==> src/rtl/jk_bank_sequencer.sv <==
// rtl/jk_bank_sequencer.sv - command sequencer driving J/K inputs of a bank of JK flip-flop cells
//
// Accepts one command at a time and sequences the J/K drive of WIDTH external
// JK cells through APPLY/SETTLE phases. j/k are nonzero only in APPLY and hold
// (all-zero) otherwise. COUNT commands repeat APPLY/SETTLE cmd_count times,
// recomputing the toggle vector from the settled q each step.
//
// Optional feature macro: JK_SEQ_COUNT_DOWN_EN
//    defined   -> opcode 110 performs COUNT_DOWN
//    undefined -> opcode 110 is illegal (ERR state, err pulse)
//
// Ports:
//    clk        in   clock, all state changes on posedge
//    reset      in   synchronous active-low reset
//    cmd_valid  in   command request
//    cmd_ready  out  command accepted when high with cmd_valid (IDLE only)
//    cmd        in   3-bit opcode
//    cmd_data   in   LOAD value / TOGGLE mask
//    cmd_count  in   step count for COUNT_UP/COUNT_DOWN
//    q          in   current Q outputs of the cell bank
//    j, k       out  registered J/K drive per cell
//    busy       out  high in every state except IDLE
//    done       out  one-cycle pulse on completion
//    err        out  one-cycle pulse on illegal/disabled opcode

module jk_bank_sequencer #(
   parameter int WIDTH = 4,
   parameter int CNT_W = 4
) (
   input  logic             clk,
   input  logic             reset,
   input  logic             cmd_valid,
   output logic             cmd_ready,
   input  logic [2:0]       cmd,
   input  logic [WIDTH-1:0] cmd_data,
   input  logic [CNT_W-1:0] cmd_count,
   input  logic [WIDTH-1:0] q,
   output logic [WIDTH-1:0] j,
   output logic [WIDTH-1:0] k,
   output logic             busy,
   output logic             done,
   output logic             err
);

   localparam logic [2:0] OP_NOP    = 3'b000;
   localparam logic [2:0] OP_CLEAR  = 3'b001;
   localparam logic [2:0] OP_SET    = 3'b010;
   localparam logic [2:0] OP_LOAD   = 3'b011;
   localparam logic [2:0] OP_TOGGLE = 3'b100;
   localparam logic [2:0] OP_UP     = 3'b101;
   localparam logic [2:0] OP_DOWN   = 3'b110;

   localparam logic [CNT_W-1:0] CNT_ONE = {{(CNT_W-1){1'b0}}, 1'b1};

   typedef enum logic [2:0] {
      S_IDLE,
      S_APPLY,
      S_SETTLE,
      S_DONE,
      S_ERR
   } state_t;

   state_t             state_q, state_d;
   logic [2:0]         op_q, op_d;
   logic [WIDTH-1:0]   data_q, data_d;
   logic [CNT_W-1:0]   cnt_q, cnt_d;
   logic [WIDTH-1:0]   j_q, j_d;
   logic [WIDTH-1:0]   k_q, k_d;

   logic               accept;
   logic               go_apply;
   logic [2:0]         apply_op;
   logic [WIDTH-1:0]   apply_data;
   logic [WIDTH-1:0]   t_up;

   function automatic logic op_is_count(input logic [2:0] op);
      return (op == OP_UP) || (op == OP_DOWN);
   endfunction

   function automatic logic op_is_legal(input logic [2:0] op);
      logic legal;
      legal = 1'b1;
      if (op == 3'b111) begin
         legal = 1'b0;
      end
`ifndef JK_SEQ_COUNT_DOWN_EN
      if (op == OP_DOWN) begin
         legal = 1'b0;
      end
`endif
      return legal;
   endfunction

   assign accept = cmd_valid & cmd_ready;

   // j/k are registered on the edge that enters APPLY, so the q seen here is
   // the value settled during the previous SETTLE (or idle) cycle and remains
   // stable through the APPLY cycle itself.
   always_comb begin
      t_up    = '0;
      t_up[0] = 1'b1;
      for (int i = 1; i < WIDTH; i++) begin
         t_up[i] = t_up[i-1] & q[i-1];
      end
   end

`ifdef JK_SEQ_COUNT_DOWN_EN
   logic [WIDTH-1:0] t_down;

   always_comb begin
      t_down    = '0;
      t_down[0] = 1'b1;
      for (int i = 1; i < WIDTH; i++) begin
         t_down[i] = t_down[i-1] & ~q[i-1];
      end
   end
`endif

   always_comb begin
      state_d    = state_q;
      op_d       = op_q;
      data_d     = data_q;
      cnt_d      = cnt_q;
      j_d        = '0;
      k_d        = '0;
      go_apply   = 1'b0;
      apply_op   = op_q;
      apply_data = data_q;

      case (state_q)
         S_IDLE: begin
            if (accept) begin
               op_d   = cmd;
               data_d = cmd_data;
               // Non-count commands are a single step.
               cnt_d  = op_is_count(cmd) ? cmd_count : CNT_ONE;
               if (!op_is_legal(cmd)) begin
                  state_d = S_ERR;
               end else if ((cmd == OP_NOP) ||
                            (op_is_count(cmd) && (cmd_count == '0))) begin
                  state_d = S_DONE;
               end else begin
                  state_d    = S_APPLY;
                  go_apply   = 1'b1;
                  apply_op   = cmd;
                  apply_data = cmd_data;
               end
            end
         end
         S_APPLY: begin
            state_d = S_SETTLE;
         end
         S_SETTLE: begin
            if (cnt_q > CNT_ONE) begin
               cnt_d    = cnt_q - CNT_ONE;
               state_d  = S_APPLY;
               go_apply = 1'b1;
            end else begin
               cnt_d   = '0;
               state_d = S_DONE;
            end
         end
         S_DONE: begin
            state_d = S_IDLE;
         end
         S_ERR: begin
            state_d = S_IDLE;
         end
         default: begin
            state_d = S_IDLE;
         end
      endcase

      if (go_apply) begin
         case (apply_op)
            OP_CLEAR: begin
               k_d = '1;
            end
            OP_SET: begin
               j_d = '1;
            end
            OP_LOAD: begin
               j_d = apply_data;
               k_d = ~apply_data;
            end
            OP_TOGGLE: begin
               j_d = apply_data;
               k_d = apply_data;
            end
            OP_UP: begin
               j_d = t_up;
               k_d = t_up;
            end
`ifdef JK_SEQ_COUNT_DOWN_EN
            OP_DOWN: begin
               j_d = t_down;
               k_d = t_down;
            end
`endif
            default: begin
               j_d = '0;
               k_d = '0;
            end
         endcase
      end
   end

   always_ff @(posedge clk) begin
      if (!reset) begin
         state_q <= S_IDLE;
         op_q    <= OP_NOP;
         data_q  <= '0;
         cnt_q   <= '0;
         j_q     <= '0;
         k_q     <= '0;
      end else begin
         state_q <= state_d;
         op_q    <= op_d;
         data_q  <= data_d;
         cnt_q   <= cnt_d;
         j_q     <= j_d;
         k_q     <= k_d;
      end
   end

   // Gated by reset so no command can be offered while reset is held.
   assign cmd_ready = reset & (state_q == S_IDLE);
   assign busy      = (state_q != S_IDLE);
   assign done      = (state_q == S_DONE);
   assign err       = (state_q == S_ERR);
   assign j         = j_q;
   assign k         = k_q;

endmodule

==> config.mk <==
export PLATFORM = sky130hd
export DESIGN_NAME = jk_bank_sequencer
export DESIGN_NICKNAME = d
export VERILOG_FILES = /design/src/rtl/jk_bank_sequencer.sv
export SDC_FILE = /design/constraint.sdc
export NUM_CORES = 1
export LEC_CHECK = 0
export CAP_MARGIN = 25
export CORE_MARGIN = 2
export CORE_UTILIZATION = 54
export CTS_CLUSTER_SIZE = 10
export DETAILED_ROUTE_END_ITERATION = 8
export HOLD_SLACK_MARGIN = 0.02
export PLACE_DENSITY = 0.95
export SLEW_MARGIN = 30
export SYNTH_ARGS = -nofsm -noshare
export SYNTH_HDL_FRONTEND = slang
export SYNTH_SLANG_ARGS = --single-unit
==> constraint.sdc <==
create_clock -name clk -period 6.25 [get_ports clk]
set_input_delay 1.25 -clock clk [delete_from_list [all_inputs] [get_ports clk]]
set_output_delay 1.25 -clock clk [all_outputs]
set_load 0.005 [all_outputs]
# Word-level counts from Yosys, hierarchy flattened
# Index checks and enable logic that the tools add are counted.
dict set report word_totals {
  reg_bits 22
  latch_bits 0
  mem_bits_rw 0
  mem_bits_ro 0
  in_bits 18
  out_inout_bits 12
  word_cells 66
  mem_count 0
}
dict set report op_classes {
  n_addsub 1
  multipliers 0
  div 0
  order_cmp 1
  eq_ne 13
  shifts 0
  muxes 28
  bitwise_logic 5
  reduce_logical 12
}
# op n
set op_table {}
lappend op_table {{$mux 4} 7}
lappend op_table {{$eq 3x3->1 const B} 6}
lappend op_table {{$mux 3} 6}
lappend op_table {{$pmux 4 s4} 1}
lappend op_table {{$eq 3x2->1 const B} 4}
lappend op_table {{$pmux 4 s3} 1}
lappend op_table {{$pmux 3 s3} 1}
lappend op_table {{$mux 1} 8}
lappend op_table {{$pmux 4 s2} 1}
lappend op_table {{$eq 3x1->1 const B} 2}
lappend op_table {{$logic_not 3->1} 2}
lappend op_table {{$reduce_and 2->1} 3}
lappend op_table {{$and 1x1->1} 4}
lappend op_table {{$gt 4x1->1 const B} 1}
lappend op_table {{$logic_not 4->1} 1}
lappend op_table {{$mux 2} 2}
lappend op_table {{$not 4->4} 1}
lappend op_table {{$sub 4x1->4 const B} 1}
lappend op_table {{$reduce_bool 3->1} 1}
lappend op_table {{$logic_or 1x1->1} 2}
lappend op_table {{$ne 2x2->1 const B} 1}
lappend op_table {{$pmux 1 s2} 1}
lappend op_table {{$reduce_bool 2->1} 1}
lappend op_table {{$reduce_or 2->1} 1}
lappend op_table {{$logic_and 1x1->1} 1}

# Logic depth before layout (Yosys ltp)
dict set report depth {
  word_depth 11
  depth_mapped 9
  ltp_nobuf 8
}

# Least setup slack after synthesis
# OpenSTA, ideal clock, no wires.
dict set report synth_timing {
  path_type {input-to-reg}
  from {input port cmd_count[2]}
  to {register k_q[1] (netlist: k[1])}
  setup_ps 117
  t_arrival_ps 2919
  required_time_ps 6133
  setup_slack_ps 3213
  stages 7
  n_path_buf 1
  path_cell_list {or4_4 > o211ai_4 > or3b_1 > buf_6 > mux2_4 > and2_0 > a32o_1}
}
dict set report synth_between {
  elab_chain_len 9
}
# element line
set synth_lines {}
lappend synth_lines {{start, declared} 36} ;# input logic [CNT_W-1:0] cmd_count,
lappend synth_lines {{$logic_not 4->1 (*)} 140} ;# (op_is_count(cmd) && (cmd_count == '0))) begin
lappend synth_lines {{$logic_and 1x1->1 (*)} 140}
lappend synth_lines {{$logic_or 1x1->1 (*)} 139} ;# end else if ((cmd == OP_NOP) ||
lappend synth_lines {{$mux 3 or $mux 4 (tied branches)} 139}
lappend synth_lines {{$mux 3 or $mux 4 (tied branches)} 137} ;# if (!op_is_legal(cmd)) begin
lappend synth_lines {{$mux 3 or $mux 4 (tied branches)} 132} ;# if (accept) begin
lappend synth_lines {{$mux 3 or $mux 4 (tied branches)} 130} ;# case (state_q)
lappend synth_lines {{$eq 3x3->1 (tied with other cells)} 175} ;# case (apply_op)
lappend synth_lines {{$pmux 4 s4} 175}
lappend synth_lines {{end signal, assigned} 222} ;# k_q <= k_d;
lappend synth_lines {{end, declared} 68} ;# logic [WIDTH-1:0] k_q, k_d;
# Every way passes the cells marked *; elsewhere a longest branch is shown, timed or not.
# A chain may end at the register's enable or synchronous reset.

# Worst setup path after layout
dict set report layout_timing {
  from {input port reset}
  to {output port cmd_ready}
}
dict set report layout_between {
  elab_chain_len 1
}
# element line
set layout_lines {}
lappend layout_lines {{start, declared} 31} ;# input logic reset,
lappend layout_lines {{$and 1x1->1} 227} ;# assign cmd_ready = reset & (state_q == S_IDLE);
lappend layout_lines {{end, declared} 33} ;# output logic cmd_ready,
# Every way passes these cells.

==> results.yml <==
floorplanning:
  num_rows: 18
  ios: 30
  dieWidth_um: 55.19
  placeableCoreArea_mm2: 0.002477
  start_util_pct: 57.12
  die_h_um: 55.19
  die-area_mm2: 0.003046
synthesis:
  synth_flop_cell: "dfxtp_1"
  synth_top_family_by_area: "compound AO/OA/AOI/OAI gates"
  ys.warnings.count: 0
  synth_edf_count: 0
  synthXorXnorAreaFrac_pct: 1.857
  synth_common_cells: "dfxtp_1 (22), nand2_1 (18), nor2_1 (16), a21oi_1 (13), o21ai_0 (10)"
  synth_fa_ha_area_share_pct: 3.183
  synth_most_common_cell: "dfxtp_1"
  ys_top_cells_by_area: "dfxtp_1 (31%), nand2_1 (4.8%), a21oi_1 (4.6%)"
  yosysUniqueCellTypes: 51
  netlist_area_mm2: 0.001415
  synth_seq_cells: 22
  syn_inst: 176
  avgSynthCellArea_um2: 8.040
  ys_seq_area_share_pct: 31.12
  async_flop_share_pct: 0
  synth_top_area_cell: "dfxtp_1"
  synth_compound_area_share_pct: 26.88
  synth-simple-area-share_pct: 25.55
  syn_nets: 196
  yosysTopAreaCellShare_pct: 31.12
  synth_mux_area_share_pct: 5.747
sta:
  clock_skew_ps: 6.689
  hold_viol: 0
  setup-violations-final: 0
  rsz0062_at_grt: "false"
  timing.hold.ws_ps: 465.6
  setup_tns_ps: 0
  fin_crit_ps: 4004
  max_slew_margin_pct: 56.73
  fmax_mhz: 249.8
  max_slew.worst_pin.slew_ps: 649.0
  drv_slew: 0
  period_share_pct: 64.06
placed_design:
  gp_congestion: 0.8388
  port_buffers: 28
  hpwl_um: 2592
pwr:
  combPwrFrac_pct: 31.8
  intPower_mw: 0.2197
  ir_drop_mv: 0.1562
  seqPwrFrac_pct: 48.8
  fin_total_pwr_mw: 0.3285
  p_leak_nw: 0.6283
  clockPowerShare_pct: 19.5
  p_switching_mw: 0.1088
  p_per_area_mw_per_mm2: 193.1
  sw_frac_of_total_pct: 33.12
grt:
  antenna_found_initial: 0
  grt_pass1_wl_um: 5644
  grt_start_max_net_pins: 17
  grt_pass1_vias: 1320
  overflow: 0
  grt.total_usage_pct: 25.58
cts:
  cts_tree: "built"
  cts-root-buf: "clkbuf_4"
  path_clk_slew_ps: 110
  clk_path_buf_depth: 2
  numCtsBuffers: 3
  htree_levels: 1
  ctsHoldBuffers: 0
  cts.sinks: 22
  post-cts-setup-buffers: 0
  post_cts_resized: 0
  insertion_delay_ps: 310
final_layout:
  syn2layout_area_growth_pct: 20.25
  finalNetCount: 219
  n_antenna_cell: 0
  drive_gt1_share_pct: 7.614
  postLayoutCoreUtil_pct: 68.69
setup_path:
  worst_r2r_path_depth: 6
  worstPathArrival_ps: 2750
  regToRegSetupSlack_ps: 3650
  max_stage_delay_ps: 580
  r2r-end: "k[3]$_SDFF_PN0_"
  crit_path_max_fanout: 5
  cp_slowest_cell: "clkdlybuf4s50_1"
  cp_num_buf_inv: 2
  crit_chain: "clkdlybuf4s50_1, nor4b_4, clkdlybuf4s50_1"
  r2r_start: "state_q[2]$_SDFFE_PN0P_"
  path_class: "in2out"
  crit_path_start_kind: "input pin"
  cp.required_ps: 5000
  cpMostUsedCell: "clkdlybuf4s50_1"
  cp-end-kind: "output pin"
  cp_top_family: "buffers and inverters"
routing:
  drt_pass1_iterations: 4
  num_vias: 1417
  avgRoutedWirePerCell_um: 15.07
  via_per_inst: 6.242
  wirelength_um: 3420
  drc: 0
  drt-initial-drc-count: 47
  postRouteAntennaNets: 0
hold_path:
  hold_end: "data_q[0]$_SDFFE_PN0P_"
  hold_depth: 2
  hp-class: "reg2reg"
  hp-start: "data_q[0]$_SDFFE_PN0P_"
run_status:
  status: "finished clean"
job:
  cap_violations: 0
[layer usage]
| metal | up-vias | wire length (um) | track usage (%) |
|---|---|---|---|
| met4 | 0 | 60 | 10.16 |
| met1 | 637 | 1349 | 28.24 |
| met5 | - | 0 | 0 |
| met3 | 13 | 296 | 5.645 |
| li1 | 689 | - | - |
| met2 | 78 | 1714 | 47.02 |
[power by group through the flow]
stage	clock network (mW)	registers, mW	logic [mW]
floorplan	0	0.160	0.0722
global placement	0	0.162	0.0975
detailed placement	0	0.163	0.102
CTS	0.0661	0.160	0.103
global route	0.0732	0.162	0.114
finish	0.0639	0.160	0.104
[layout by cell type (no fill, tap or decap), types with 3 or more instances in the layout]
| cell | count |
|---|---|
| and3_1 | 3 |
| o21ai_1 | 3 |
| dfxtp_1 | 22 |
| and2_1 | 3 |
| a21oi_1 | 13 |
| mux2i_1 | 3 |
| nor2b_1 | 3 |
| a311oi_1 | 3 |
| nor3_1 | 6 |
| nand2_1 | 18 |
| a211oi_1 | 3 |
| inv_1 | 7 |
| clkbuf_4 | 3 |
| nand3_1 | 5 |
| nor3b_1 | 3 |
| clkdlybuf4s50_1 | 28 |
| nor2_1 | 16 |
| o21ai_0 | 10 |
| a31oi_1 | 3 |
[per-stage QoR]
step | setup WS (ps) | instance area (um^2) | instances
after floorplan | 3213 | 1415 | 176
after CTS | 2238 | 1702 | 227
after global placement | 2251 | 1679 | 224
final | 2246 | 1702 | 227
after global routing | 2192 | 1702 | 227
after detailed placement | 2238 | 1679 | 224
[final cells by class]
type,instances,area [um^2]
repair buffers,28,280.3
multi-input cells,137,894.6
flip-flops and latches,22,440.4
inverters,7,26.28
well taps,30,37.54
fillers,211,775.7
clock buffers,3,22.52
[registers in the layout (all words and copies together), names as in the netlist]
name / flops
cnt_q: 4
data_q: 4
j: 4
k: 4
op_q: 3
state_q: 3
[worst register-to-register path, stage by stage, from the launching register on]
cell	delay [ps]
dfxtp_1	400
nor4b_4	440
o211ai_4	150
or3b_1	670
mux2_2	420
nand4_1	140
a311oi_1	300
[worst max-delay path by stage]
stage	start	endpoint	slack (ps)	depth (start not counted)
after floorplan	cmd_count[2]	k[1]$_SDFF_PN0_	3210	7
after global placement	reset	cmd_ready	2250	3
after global routing	reset	cmd_ready	2190	3
after detailed placement	reset	cmd_ready	2240	3
final	reset	cmd_ready	2250	3
after CTS	reset	cmd_ready	2240	3
[kinds of logic after synthesis]
| kind of cell | after synthesis |
|---|---|
| and+or+nand+nor | 69 |
| AOI/OAI and AO/OA | 54 |
| DFF | 22 |
| buffers and inverters | 17 |
| muxes | 7 |
| adders and majority gates | 4 |
| xor gates and xnor gates | 3 |
Power figures use the tool's default switching activity.
==> variant 1, RTL diff (same settings) <==
Add a define of `JK_SEQ_COUNT_DOWN_EN`.
--- a/src/rtl/jk_bank_sequencer.sv
+++ b/src/rtl/jk_bank_sequencer.sv
@@ -23,6 +23,8 @@
 //    done       out  one-cycle pulse on completion
 //    err        out  one-cycle pulse on illegal/disabled opcode
 
+`define JK_SEQ_COUNT_DOWN_EN
+
 module jk_bank_sequencer #(
    parameter int WIDTH = 4,
    parameter int CNT_W = 4
Function: changed (a bounded check fails within 4 cycles, from zero or initial values and one cycle with reset low).
==> variant 1 against the unedited design <==
Power barely moved. Sequential cell count is the same. Via count is 6.2% lower. Worst hold slack barely moved. Design area is the same. Setup slack worse by 0.073 ns. Area after synthesis increased by 4.8%. Critical endpoint unchanged. Synthesized cell count is 1.1% lower. Count of clock-buffer cells in the layout unchanged. Fmax down 1.8%. Routed wire length shrank 11%. Highest routed layer unchanged. Critical path type unchanged.
==> variant 1: results (changes against the unedited design) <==
Status:
- The flow ran to the end, and the final reports show no timing, DRC or antenna violations.

Drt:
- The wire length on met1 is 1400 um (+3.7%).
- The number of DRC markers in iteration 0 came to 33 (-30%).
- The total length of routed met2 wires is 1460 um (-15%).

Setup path:
- The flop-to-flop setup slack is 3.51 ns (-0.14 ns).
- The worst-path maximum fanout is 10 (+5).
- The maximum cell stage delay along the critical path is 0.72 ns (+0.14 ns).

Final layout:
- The count of non-filler cells in the finished layout came to 226 (-0.44%).
- The final net count is 217 (-0.91%).
- The fraction of final layout cells sized beyond drive strength 1 is 0.103 (+0.0264).
- The filler cell count in the final layout is 232 (+10%).

GRT:
- The first-pass GRT wire length came to 4970 um (-12%).
- The met1 track demand over resource in global routing is 0.241 (-0.0417).
- The pin count of the biggest net entering global routing was 20 (+3).
- The global-route usage over all layers came to 0.193 (-0.0627).

Synth:
- The share of synthesized area spent on multiplexers is 0.0515 (-0.00599).
- The fraction of the mapped netlist area in compound gates is 0.235 (-0.0333).
- The mean instance size in the synthesized netlist is 8.52 um^2 (+6.0%).
- After synthesis, the cell types taking the most area are dfxtp_1 (30%), nand2_1 (5.8%), buf_6 (4.6%).

Power and ir drop:
- The proportion of power drawn by flip-flops and latches was 0.481 (-0.007).
- The maximum ir drop on the vdd rail is 0.128 mV (-18%).
- The total leakage power came to 0.611 nW (-2.7%).

STA:
- The maximum clock skew at final layout came to 0.00797 ns (+0.00129 ns).

Placed design:
- The worst slack at placement came to 1.99 ns (-0.251 ns).
- The final RePlAce weighted congestion came to 0.875 (+4.3%).
- The HPWL reported at the end of detailed placement is 2210 um (-15%).
[variant 1: cell count changes after synthesis, moves of 3 or more]
cell,change
clkbuf_1,-6
o21ai_0,-6
nand2_1,+5
a21oi_1,-4
buf_6,+4
a311oi_1,-3
nand3_1,+3
o21ai_1,+3
[variant 1: cell type report]
class,count,area (um^2),area share
Multi-Input combinational cell,135,893,0.525
Sequential cell,22,440,0.259
Timing Repair Buffer,28,280,0.165
Tap cell,31,38.8,0.0228
Inverter,7,26.3,0.0154
Clock buffer,3,22.5,0.0132
[variant 1: through the flow]
step                      hold WS, ns  utilization
after floorplan                 0.433            -
after global placement          0.441        0.625
after detailed placement        0.446        0.625
after CTS                       0.465        0.633
after global routing            0.493        0.633
final                           0.465        0.633
[variant 1: cells by family after synthesis]
group | after synthesis
AOI/OAI and AO/OA | 46
xor gates and xnor gates | 3
adders and majority gates | 3
buffers and inverters | 17
DFF | 22
muxes | 7
and+or+nand+nor | 76
==> variant 2, RTL diff (config.mk and constraints unchanged) <==
Made on the original files. Make the reset (`reset`) asynchronous in one clocked block. Comments in the files are not updated.
--- a/src/rtl/jk_bank_sequencer.sv
+++ b/src/rtl/jk_bank_sequencer.sv
@@ -205,7 +205,7 @@
       end
    end
 
-   always_ff @(posedge clk) begin
+   always_ff @(posedge clk or negedge reset) begin
       if (!reset) begin
          state_q <= S_IDLE;
          op_q    <= OP_NOP;
Formal check against the unedited RTL: differs if reset is asserted again (counterexample within 4 cycles, from zero or initial values and one cycle with reset low); with reset held inactive, the same outputs for 10 cycles.
==> variant 2 against the unedited design <==
Area after synthesis shrank 1.3%. Clock skew shrank 0.0053 ns. Sequential cell count is the same. Count of clock-buffer cells in the layout is the same. Synthesized cell count shrank 14%. Routed wire length shrank 7.7%. Critical path depth grew 4. Design area shrank 0.22%. Die area shrank 1.2%. Core utilization grew 0.48 points. Setup slack gained 0.081 ns. Final cell count shrank 10%.
Power is not compared: it rests on default switching activity, and its combinational part moved more than twofold at a synthesized area within 25%.
==> variant 2: results (changes against the unedited design) <==
Synth:
- Sorting the synthesized cells by area gives the leading types as dfrtp_1 (39%), a21oi_1 (5.0%), mux2_2 (4.0%).
- The async set or reset register ratio after synthesis is 1.00 (+1.00).
- The main flop type after synthesis is dfrtp_1.
- The cell count after synthesis is 152 (-14%).
- The number of warnings issued by yosys came to 0 (unchanged).
- The count of cell types in the netlist is 43 (-16%).
- By count the netlist is led by dfrtp_1 (22), a21oi_1 (14), nor2_1 (13).
- The share of the yosys chip area belonging to registers is 0.394 (+0.0830).
- The number of nets in the synthesized netlist is 172 (-12%).

Clock network:
- CTS placed an instance of clkbuf_4 at the clock tree root.
- The number of instances resized during post-cts repair is 0 (unchanged).
- The source-to-sink clock delay at the later pin of the worst-skew pair was 0.31 ns (about the same).
- The number of buffers inserted during clock tree synthesis is 3 (unchanged).
- The H-tree level count is 1 (unchanged).

STA:
- The maximum clock skew at final layout is 0.00142 ns (-0.00527 ns).
- The remaining max-slew budget at the tightest pin came to 0.449 (-0.119).

Placed design:
- The final RePlAce weighted congestion is 0.928 (+11%).
- The number of placed instances with taps included is 200 (-11%).
- The worst slack at placement was 2.04 ns (-0.197 ns).
- The area after detailed placement is 1650 um^2 (-2.0%).
- The HPWL reported at the end of detailed placement is 2370 um (-8.5%).

GRT:
- The via count of the first global-routing pass is 1205 (-8.7%).
- The global-route usage over all layers was 0.235 (-0.0212).
- The pin count of the biggest net entering global routing is 28 (+11).
- The first-pass GRT wire length is 5220 um (-7.5%).
- The initial antenna violation count came to 0 (unchanged).

Final layout:
- The filler cell count in the final layout is 177 (-16%).
- The fraction of final layout cells sized beyond drive strength 1 is 0.0862 (+0.0101).
- The core occupancy in the finished layout came to 0.692 (+0.00477).

Setup path:
- The worst-path maximum fanout is 27 (+22).
- The data arrival time of the critical path is 4.15 ns (+1.40 ns).

Status:
- The run finished with clean final reports.

Drt:
- The ratio of routed vias to standard cells is 6.29 (+0.75%).
- The number of DRC markers in iteration 0 is 40 (-15%).
- The total number of vias is 1283 (-9.5%).
- The total routed wirelength came to 3160 um (-7.7%).

Power and ir drop:
- The total leakage power is 0.736 nW.
- IR analysis of the VDD net gives a maximum drop of 0.324 mV.
-- variant 2: path summary, 6_finish.rpt --
check / from / end / slack, ns / cells after the start
max in group asynchronous: reset / j[1]$_DFF_PN0_ / 4.73 / 2
max reg2reg: state_q[1]$_DFFE_PN0P_ / k[2]$_DFF_PN0_ / 3.28 / 6
min reg2reg: data_q[2]$_DFFE_PN0P_ / data_q[2]$_DFFE_PN0P_ / 0.52 / 1
min: data_q[2]$_DFFE_PN0P_ / data_q[2]$_DFFE_PN0P_ / 0.52 / 1
max: reset / k[2]$_DFF_PN0_ / 2.33 / 7
min in group asynchronous: reset / cnt_q[3]$_DFFE_PN0P_ / 1.28 / 2
-- variant 2: routing by layer --
| metal | wire length (um) | track usage |
|---|---|---|
| met1 | 1310 | 0.310 |
| met2 | 1680 | 0.393 |
| met3 | 166 | 0.0328 |
| met4 | 0 | 0.0750 |
| met5 | 0 | 0 |
-- variant 2: area by class of cell --
| class | count | area, um^2 | area share |
|---|---|---|---|
| Multi-Input combinational cell | 112 | 743 | 0.438 |
| Inverter | 7 | 26.3 | 0.0155 |
| Tap cell | 30 | 37.5 | 0.0221 |
| Timing Repair Buffer | 29 | 288 | 0.169 |
| Clock buffer | 3 | 22.5 | 0.0133 |
| Clock inverter | 1 | 30.0 | 0.0177 |
| Sequential cell | 22 | 551 | 0.324 |
-- variant 2: worst max-delay path: stages --
cell and delay, ns:
clkdlybuf4s50_1 0.45, buf_4 0.30, nand3_1 0.44, or4b_4 0.76, mux2i_1 0.54, nand3_1 0.17
a21oi_1 0.23
-- variant 2: cells by family (layout without fill, tap and decap cells) --
group           Yosys count  after routing  synth area share
mux                      12             12             0.101
fa+ha+maj                 2              2            0.0179
simple gates             52             52             0.198
flops                    22             22             0.394
compound gates           44             44             0.203
xor+xnor                  2              2            0.0125
buf+inv                  18             40            0.0735
-- variant 2: power by group --
group,total [mW],internal [mW],switching (mW)
Clock,0.109,0.0648,0.0440
Combinational,0.404,0.192,0.212
Sequential,0.250,0.203,0.0476
Total,0.764,0.459,0.304
